`config.mk`:
```
export PLATFORM = sky130hd
export DESIGN_NAME = btb_unit
export DESIGN_NICKNAME = d
export VERILOG_FILES = /design/src/rtl/btb_unit.sv
export SDC_FILE = /design/constraint.sdc
export NUM_CORES = 1
export LEC_CHECK = 0
export CORE_MARGIN = 3
export CORE_UTILIZATION = 35
export DETAILED_ROUTE_END_ITERATION = 10
export PLACE_DENSITY = 0.61
export SYNTH_ARGS = -nofsm -noshare
export SYNTH_HDL_FRONTEND = slang
export SYNTH_SLANG_ARGS = --single-unit
```
`constraint.sdc`:
```
create_clock -name clk -period 9.9 [get_ports clk]
set_input_delay 2.97 -clock clk [delete_from_list [all_inputs] [get_ports clk]]
set_output_delay 2.97 -clock clk [all_outputs]
set_load 0.01 [all_outputs]
```
`src/rtl/btb_unit.sv`:
```
// btb_unit: direct-mapped branch target buffer.
//   Fetch presents lookup_pc_i each cycle; the prediction comes back one
//   cycle later, aligned with the synchronous instruction-memory read.
//   Execute drives resolved branches on upd_*; writes commit on the same edge.
//   After reset, and on flush_i, a sweep invalidates one entry per cycle.
// Ports:
//   clk, rst                  clock, synchronous active-high reset
//   lookup_valid_i/_pc_i      fetch lookup request
//   hit_o, pred_taken_o,
//   pred_target_o, entry_pc_o registered lookup result
//   upd_valid_i/_pc_i/
//   _target_i/_taken_i        resolved-branch update
//   flush_i                   full-table invalidate request
//   busy_o                    sweep in progress
module btb_unit #(
  parameter  int ENTRIES = 16,
  localparam int IDX_W   = $clog2(ENTRIES)
) (
  input  logic        clk,
  input  logic        rst,
  input  logic        lookup_valid_i,
  input  logic [31:0] lookup_pc_i,
  output logic        hit_o,
  output logic        pred_taken_o,
  output logic [31:0] pred_target_o,
  output logic [31:0] entry_pc_o,
  input  logic        upd_valid_i,
  input  logic [31:0] upd_pc_i,
  input  logic [31:0] upd_target_i,
  input  logic        upd_taken_i,
  input  logic        flush_i,
  output logic        busy_o
);

  localparam int TAG_W = 30 - IDX_W;
  localparam logic [IDX_W-1:0] LAST_IDX = IDX_W'(ENTRIES - 1);

  localparam logic [0:0] SWEEP = 1'b0;
  localparam logic [0:0] IDLE  = 1'b1;

  logic [0:0]       state;
  logic [IDX_W-1:0] sweep_cnt;

  logic             valid_q  [ENTRIES];
  logic [TAG_W-1:0] tag_q    [ENTRIES];
  logic [31:0]      target_q [ENTRIES];
  logic [1:0]       ctr_q    [ENTRIES];

  logic [IDX_W-1:0] lkp_idx, upd_idx;
  logic [TAG_W-1:0] lkp_tag, upd_tag;
  logic             lkp_match, upd_match;
  logic             unused_pc_bits;

  assign lkp_idx = lookup_pc_i[IDX_W+1:2];
  assign lkp_tag = lookup_pc_i[31:IDX_W+2];
  assign upd_idx = upd_pc_i[IDX_W+1:2];
  assign upd_tag = upd_pc_i[31:IDX_W+2];

  // Both ports read the table before this edge's write (read-before-write).
  assign lkp_match = valid_q[lkp_idx] && (tag_q[lkp_idx] == lkp_tag);
  assign upd_match = valid_q[upd_idx] && (tag_q[upd_idx] == upd_tag);

  assign busy_o = (state == SWEEP);

  // Byte-offset bits of the update PC carry no information for word-aligned code.
  assign unused_pc_bits = ^upd_pc_i[1:0];

  always_ff @(posedge clk) begin
    if (rst) begin
      state         <= SWEEP;
      sweep_cnt     <= '0;
      hit_o         <= 1'b0;
      pred_taken_o  <= 1'b0;
      pred_target_o <= '0;
      entry_pc_o    <= '0;
    end else begin
      // Lookup result: a miss unless a valid request hits while idle.
      hit_o         <= 1'b0;
      pred_taken_o  <= 1'b0;
      pred_target_o <= '0;
      if (lookup_valid_i) begin
        entry_pc_o <= lookup_pc_i;
        if (state == IDLE && lkp_match) begin
          hit_o         <= 1'b1;
          pred_taken_o  <= ctr_q[lkp_idx][1];
          pred_target_o <= target_q[lkp_idx];
        end
      end

      case (state)
        SWEEP: begin
          // The sweep owns the write port; updates and flushes are ignored.
          valid_q[sweep_cnt] <= 1'b0;
          ctr_q[sweep_cnt]   <= 2'b01;
          sweep_cnt          <= sweep_cnt + 1'b1;
          if (sweep_cnt == LAST_IDX) state <= IDLE;
        end
        default: begin
          if (upd_valid_i) begin
            if (upd_match) begin
              if (upd_taken_i) begin
                if (ctr_q[upd_idx] != 2'b11) ctr_q[upd_idx] <= ctr_q[upd_idx] + 2'd1;
                target_q[upd_idx] <= upd_target_i;
              end else if (ctr_q[upd_idx] != 2'b00) begin
                ctr_q[upd_idx] <= ctr_q[upd_idx] - 2'd1;
              end
            end else if (upd_taken_i) begin
              valid_q[upd_idx]  <= 1'b1;
              tag_q[upd_idx]    <= upd_tag;
              target_q[upd_idx] <= upd_target_i;
              ctr_q[upd_idx]    <= 2'b10;
            end
          end
          if (flush_i) begin
            state     <= SWEEP;
            sweep_cnt <= '0;
          end
        end
      endcase
    end
  end

endmodule

```
Word level (Yosys, flattened, before mapping)
Memories as Yosys holds them, arrays and structs flattened. A register that Yosys moved wholly into a read port is not among the register bits.
Index checks and enable logic that the tools add are counted.
W data, S select, Z words.
- reductions and logical operators: 8
- equal/unequal tests: 5
- add/subtract/negate cells: 3
- bitwise logic cells: 6
- multiplexer cells: 43
- operators with widths (cell ; count):
    $eq A26 B26 Y1 ; 2
    $mux W1 ; 35
    $mux W32 ; 1
    $mux W4 ; 4
    $mux W2 ; 3
    $add A4 B1 Y4 const B ; 1
    $eq A4 B4 Y1 const B ; 1
    $ne A2 B2 Y1 const B ; 2
    $reduce_or A2 Y1 ; 2
    $logic_and A1 B1 Y1 ; 3
    $not A1 Y1 ; 3
    $or A1 B1 Y1 ; 3
    $reduce_or A3 Y1 ; 1
    $add A2 B1 Y2 const B ; 1
    $reduce_bool A2 Y1 ; 1
    $sub A2 B1 Y2 const B ; 1
    $reduce_or A1 Y1 ; 1
- memory bits (writable): 976
- logic and storage cells: 73
- output and inout port bits: 67
- register bits: 38
- memories: 4
- memory list (memory ; words ; width ; read ports ; clocked after memory_dff ; write ports ; RTL line ; text):
    target_q ; 16 ; 32 ; 1 ; 1 ; 1 ; 46 ; logic [31:0] target_q [ENTRIES];
    tag_q ; 16 ; 26 ; 2 ; 0 ; 1 ; 45 ; logic [TAG_W-1:0] tag_q [ENTRIES];
    ctr_q ; 16 ; 2 ; 2 ; 1 ; 1 ; 47 ; logic [1:0] ctr_q [ENTRIES];
    valid_q ; 16 ; 1 ; 2 ; 0 ; 1 ; 44 ; logic valid_q [ENTRIES];

Logic depth before layout (Yosys ltp)
An unclocked memory read counts as a cell.
- depth after elaboration: 13
- gate-level depth with buffers: 16
- mapped depth without buffers: 9

Worst setup path after synthesis
OpenSTA, ideal clock, no wires.
- path type: input port to flip-flop
- start: input port upd_pc_i[3]
- end: memory valid_q[0] (enable)
- path slack: 1.739 ns
- arrival: 7.858 ns
- required time: 9.597 ns
- stages: 12
- setup time: 0.303 ns
- cell sequence: buf_2 buf_2 buf_2 buf_1 mux4_2 a221oi_1 xnor2_1 nor3_1 o221ai_2 nor3_2 nor4_1 nand2b_1
- cells in the longest elaborated chain, start to end: 10
- elaborated cells between the ends (all ways): 12
- those cells by class: eq/ne (1); mux (7); reduce/logical (2); memory (2)
- RTL lines (what ; RTL line ; text):
    from (decl) ; 28 ; input logic [31:0] upd_pc_i,
    $mem_v2 Z16 W26 ; -- ;
    $eq A26 B26 Y1 ; 61 ; assign upd_match = valid_q[upd_idx] && (tag_q[upd_idx] == upd_tag);
    $logic_and A1 B1 Y1 ; 61 ;
    $mux W1 ; 100 ; if (upd_match) begin
    $mux W1 ; 99 ; if (upd_valid_i) begin
    $mux W1 ; 90 ; case (state)
    $mux W1 ; 69 ; if (rst) begin
    $mux W1 (not written as such) ; 108 ; valid_q[upd_idx] <= 1'b1;
    $reduce_or A1 Y1 (no line) ; -- ;
    $mux W4 (no line) / $mux W1 (equally long branches) ; -- ;
    to (decl) ; 44 ;
Several ways; a longest one is shown, not always the timed one.

Worst setup path in the final report
- start: input port upd_pc_i[4]
- end: memory ctr_q[5][1], data pin
- cells in the longest elaborated chain, start to end: 13
- elaborated cells between the ends (all ways): 34
- those cells by class: add/sub (2); eq/ne (2); mux (22); bitwise (2); reduce/logical (3); memory (3)
- RTL lines (what ; RTL line ; text):
    $mem_v2 Z16 W2 ; -- ;
    $ne A2 B2 Y1 / $reduce_bool A2 Y1 (equally long branches) ; 102, 104 ;
    $mux W1 (on tied branches) ; 102, 104 ;
    $mux W1 ; 101 ; if (upd_taken_i) begin
    $mux W1 ; 100 ;
    $mux W1 ; 99 ;
    $mux W1 ; 90 ;
    $mux W1 ; 69 ;
    $mux W1 (on tied branches) ; 102, 105 ;
    $or A1 B1 Y1 (no line) (2 in series) ; -- ;
    $reduce_or A2 Y1 (no line) ; -- ;
    $mux W2 (no line) * ; -- ;
    to (decl) ; 47 ;
Mark *: on every way between the ends. The rest lies on a longest branch, timed or not.

==> results.ini <==
[outcome]
status=completed

[synthesis]
synth_top_cell_by_area=edfxtp_1
synth-seq-cells=1047
yosysWarnings=0
synth_top_area_share_pct=66.4
syn_area_sq_mm=0.0442
syn_avg_cell_area_sq_um=20.4
ys_seq_area_share_pct=69.6
synth.top_cells.by_area=edfxtp_1, mux4_2, dfxtp_1
synth_edf_count=976
synth_cell_type_count=71
ys_async_sr_fraction_pct=0
synth-main-ff-cell=edfxtp_1
synth_nets=2265
synth_cells=2162

[clocking]
cts_setup_buffers=0
cts_tree=built
clkSinkCount=1047
cts_resized=0
clkLatencyLatePin_ps=690
htree_levels=3
hold_buffers=0
cts.clk_slew.worst_paths_ps=60
cts_root_buf=clkbuf_16
cts_buffer_depth=3
cts_buffers=107

[place]
gp_congestion=0.838
dp_hpwl_mm=66.6
place_area_sq_mm=0.0479
dpl.cell_count=3888
numPortBuffers=166

[hold_path]
min_path_type=reg2reg
min_path_cells=2

[cells_and_area]
layout-drive-gt1-share_pct=27.3
fin_area_sq_mm=0.0515
area_growth_pct=16.7
layout_common_cells=edfxtp_1, mux4_2, clkdlybuf4s50_1, clkbuf_16, mux2i_1
layout_commonest_cell=edfxtp_1
finish.net_count=2463
fin_cells=4093

[setup_path]
critPathCaptureType=register
start_kind=input pin
worstSetupPathType=in2reg
cp.required_ps=10230
cp_max_fo=16
arrival_ps=8010
reg2reg_depth=9

[route]
viasPerCell=5.65
drt_iter0_drc=2599
wl_per_cell_um=28.7
drt_wl_total_mm=117
firstDrtPassIters=5
final_antenna_net_count=0
vias=23100
drc=0

[timing]
fin_crit_ps=7680
slew_headroom_pct=27.4
tns_ps=0
slew_viol_final=0
finalClockSkew_ps=28.9
clock.fmax_mhz=130
setup_violations=0
hold_slack_ps=499
worst_slew_pin_slew_ps=1090
finalCritPeriodShare_pct=77.5
grt_setup_unrepaired=no
hold_viol_final=0

[floorplanning]
fp-row-count=129
dieWidth_um=361
initial_core_util_pct=35.5
ios=169
die-area_sq_mm=0.130
die_y_um=361
fp.coreArea_sq_mm=0.124

[grt]
grt_pass1_wl_mm=170
grt-ovfl-total=0
grt_pass1_vias=23900
grt_usage_pct=17.9
grt_max_degree=81
antenna_found_initial=18

[power_and_ir_drop]
p_leak_nw=16.3
powerDensity_mw_per_mm2=185
ir_drop_uv=132

[flow_run]
max-cap-violations=0

worst max-delay path, cell delays in order:
cell and delay, ps:
clkdlybuf4s50_1 960, buf_4 320, and2_1 590, a22oi_1 290, o2111ai_1 210, nand4_1 130, or4_1 540, a2111o_1 500
nor3_4 510, mux2i_1 150, a21boi_1 810
cell families (layout without fill, tap and decap cells):
family	count (synthesis)	count (layout)	share of synthesized area, %
and+or+nand+nor	264	264	3.03
buffers and inverters	156	444	1.66
adders and majority gates	1	1	0.0283
other	0	6	0
muxes	506	506	22.4
DFF	1047	1047	69.6
xor gates and xnor gates	52	52	1.03
AOI/OAI and AO/OA	136	136	2.26
state kept, by name, summed over array words and instances, names as in the netlist:
name / cells
pred_target_o: 32
valid_q: 16
tag_q: 416
hit_o: 1
sweep_cnt: 4
target_q: 512
ctr_q: 32
entry_pc_o: 32
pred_taken_o: 1
state: 1
worst paths after layout:
path	start	endpoint	slack, ps
max	upd_pc_i[4]	ctr_q[5][1]$_DFFE_PP_	2220
min	entry_pc_o[22]$_SDFFE_PP0P_	entry_pc_o[22]$_SDFFE_PP0P_	500
max reg2reg	tag_q[11][16]$_DFFE_PP_	ctr_q[5][1]$_DFFE_PP_	5540
min reg2reg	entry_pc_o[22]$_SDFFE_PP0P_	entry_pc_o[22]$_SDFFE_PP0P_	500
cells in the mapped netlist (all sizes together) (16+ instances only):
cell / count
dfxtp: 71
xnor2: 40
mux2: 16
nand2: 55
and3: 38
nor3: 23
o31ai: 20
a22oi: 21
mux2i: 106
mux4: 384
nor2: 73
edfxtp: 976
buf: 77
clkbuf: 63
a21oi: 17
stage by stage:
step | util [%] | setup WS [ps] | power, mW
floorplan | - | 1740 | 5.29
global placement | 38.5 | 1630 | 5.52
detailed placement | 38.5 | 1610 | 5.53
CTS | 41.4 | 2320 | 9.63
global route | 41.4 | 1920 | 9.85
finish | 41.4 | 2220 | 9.54
power breakdown:
group | internal [mW] | switching [mW]
Combinational | 0.264 | 0.321
Sequential | 4.84 | 0.00734
Clock | 2.39 | 1.71
final cells by class:
class                      instances  area, sq um
fill                           10800        72900
sequential                      1047        30700
multi-input combinational        959        12900
clock buffer                     135         2860
timing repair buffer             229         2130
tap                             1637         2050
clock inverter                    64          738
inverter                          16         60.1
antenna                            6         15.0
metal layers:
metal  global-route usage (%)  part of all wire (%)  vias up
li1                         -                     -     9544
met1                     24.0                    40    12300
met2                     29.2                    49      988
met3                     4.48                   8.7      217
met4                     4.62                   2.5       18
met5                        0                 0.091        -
Note: power is estimated with default switching activity, not from simulation.
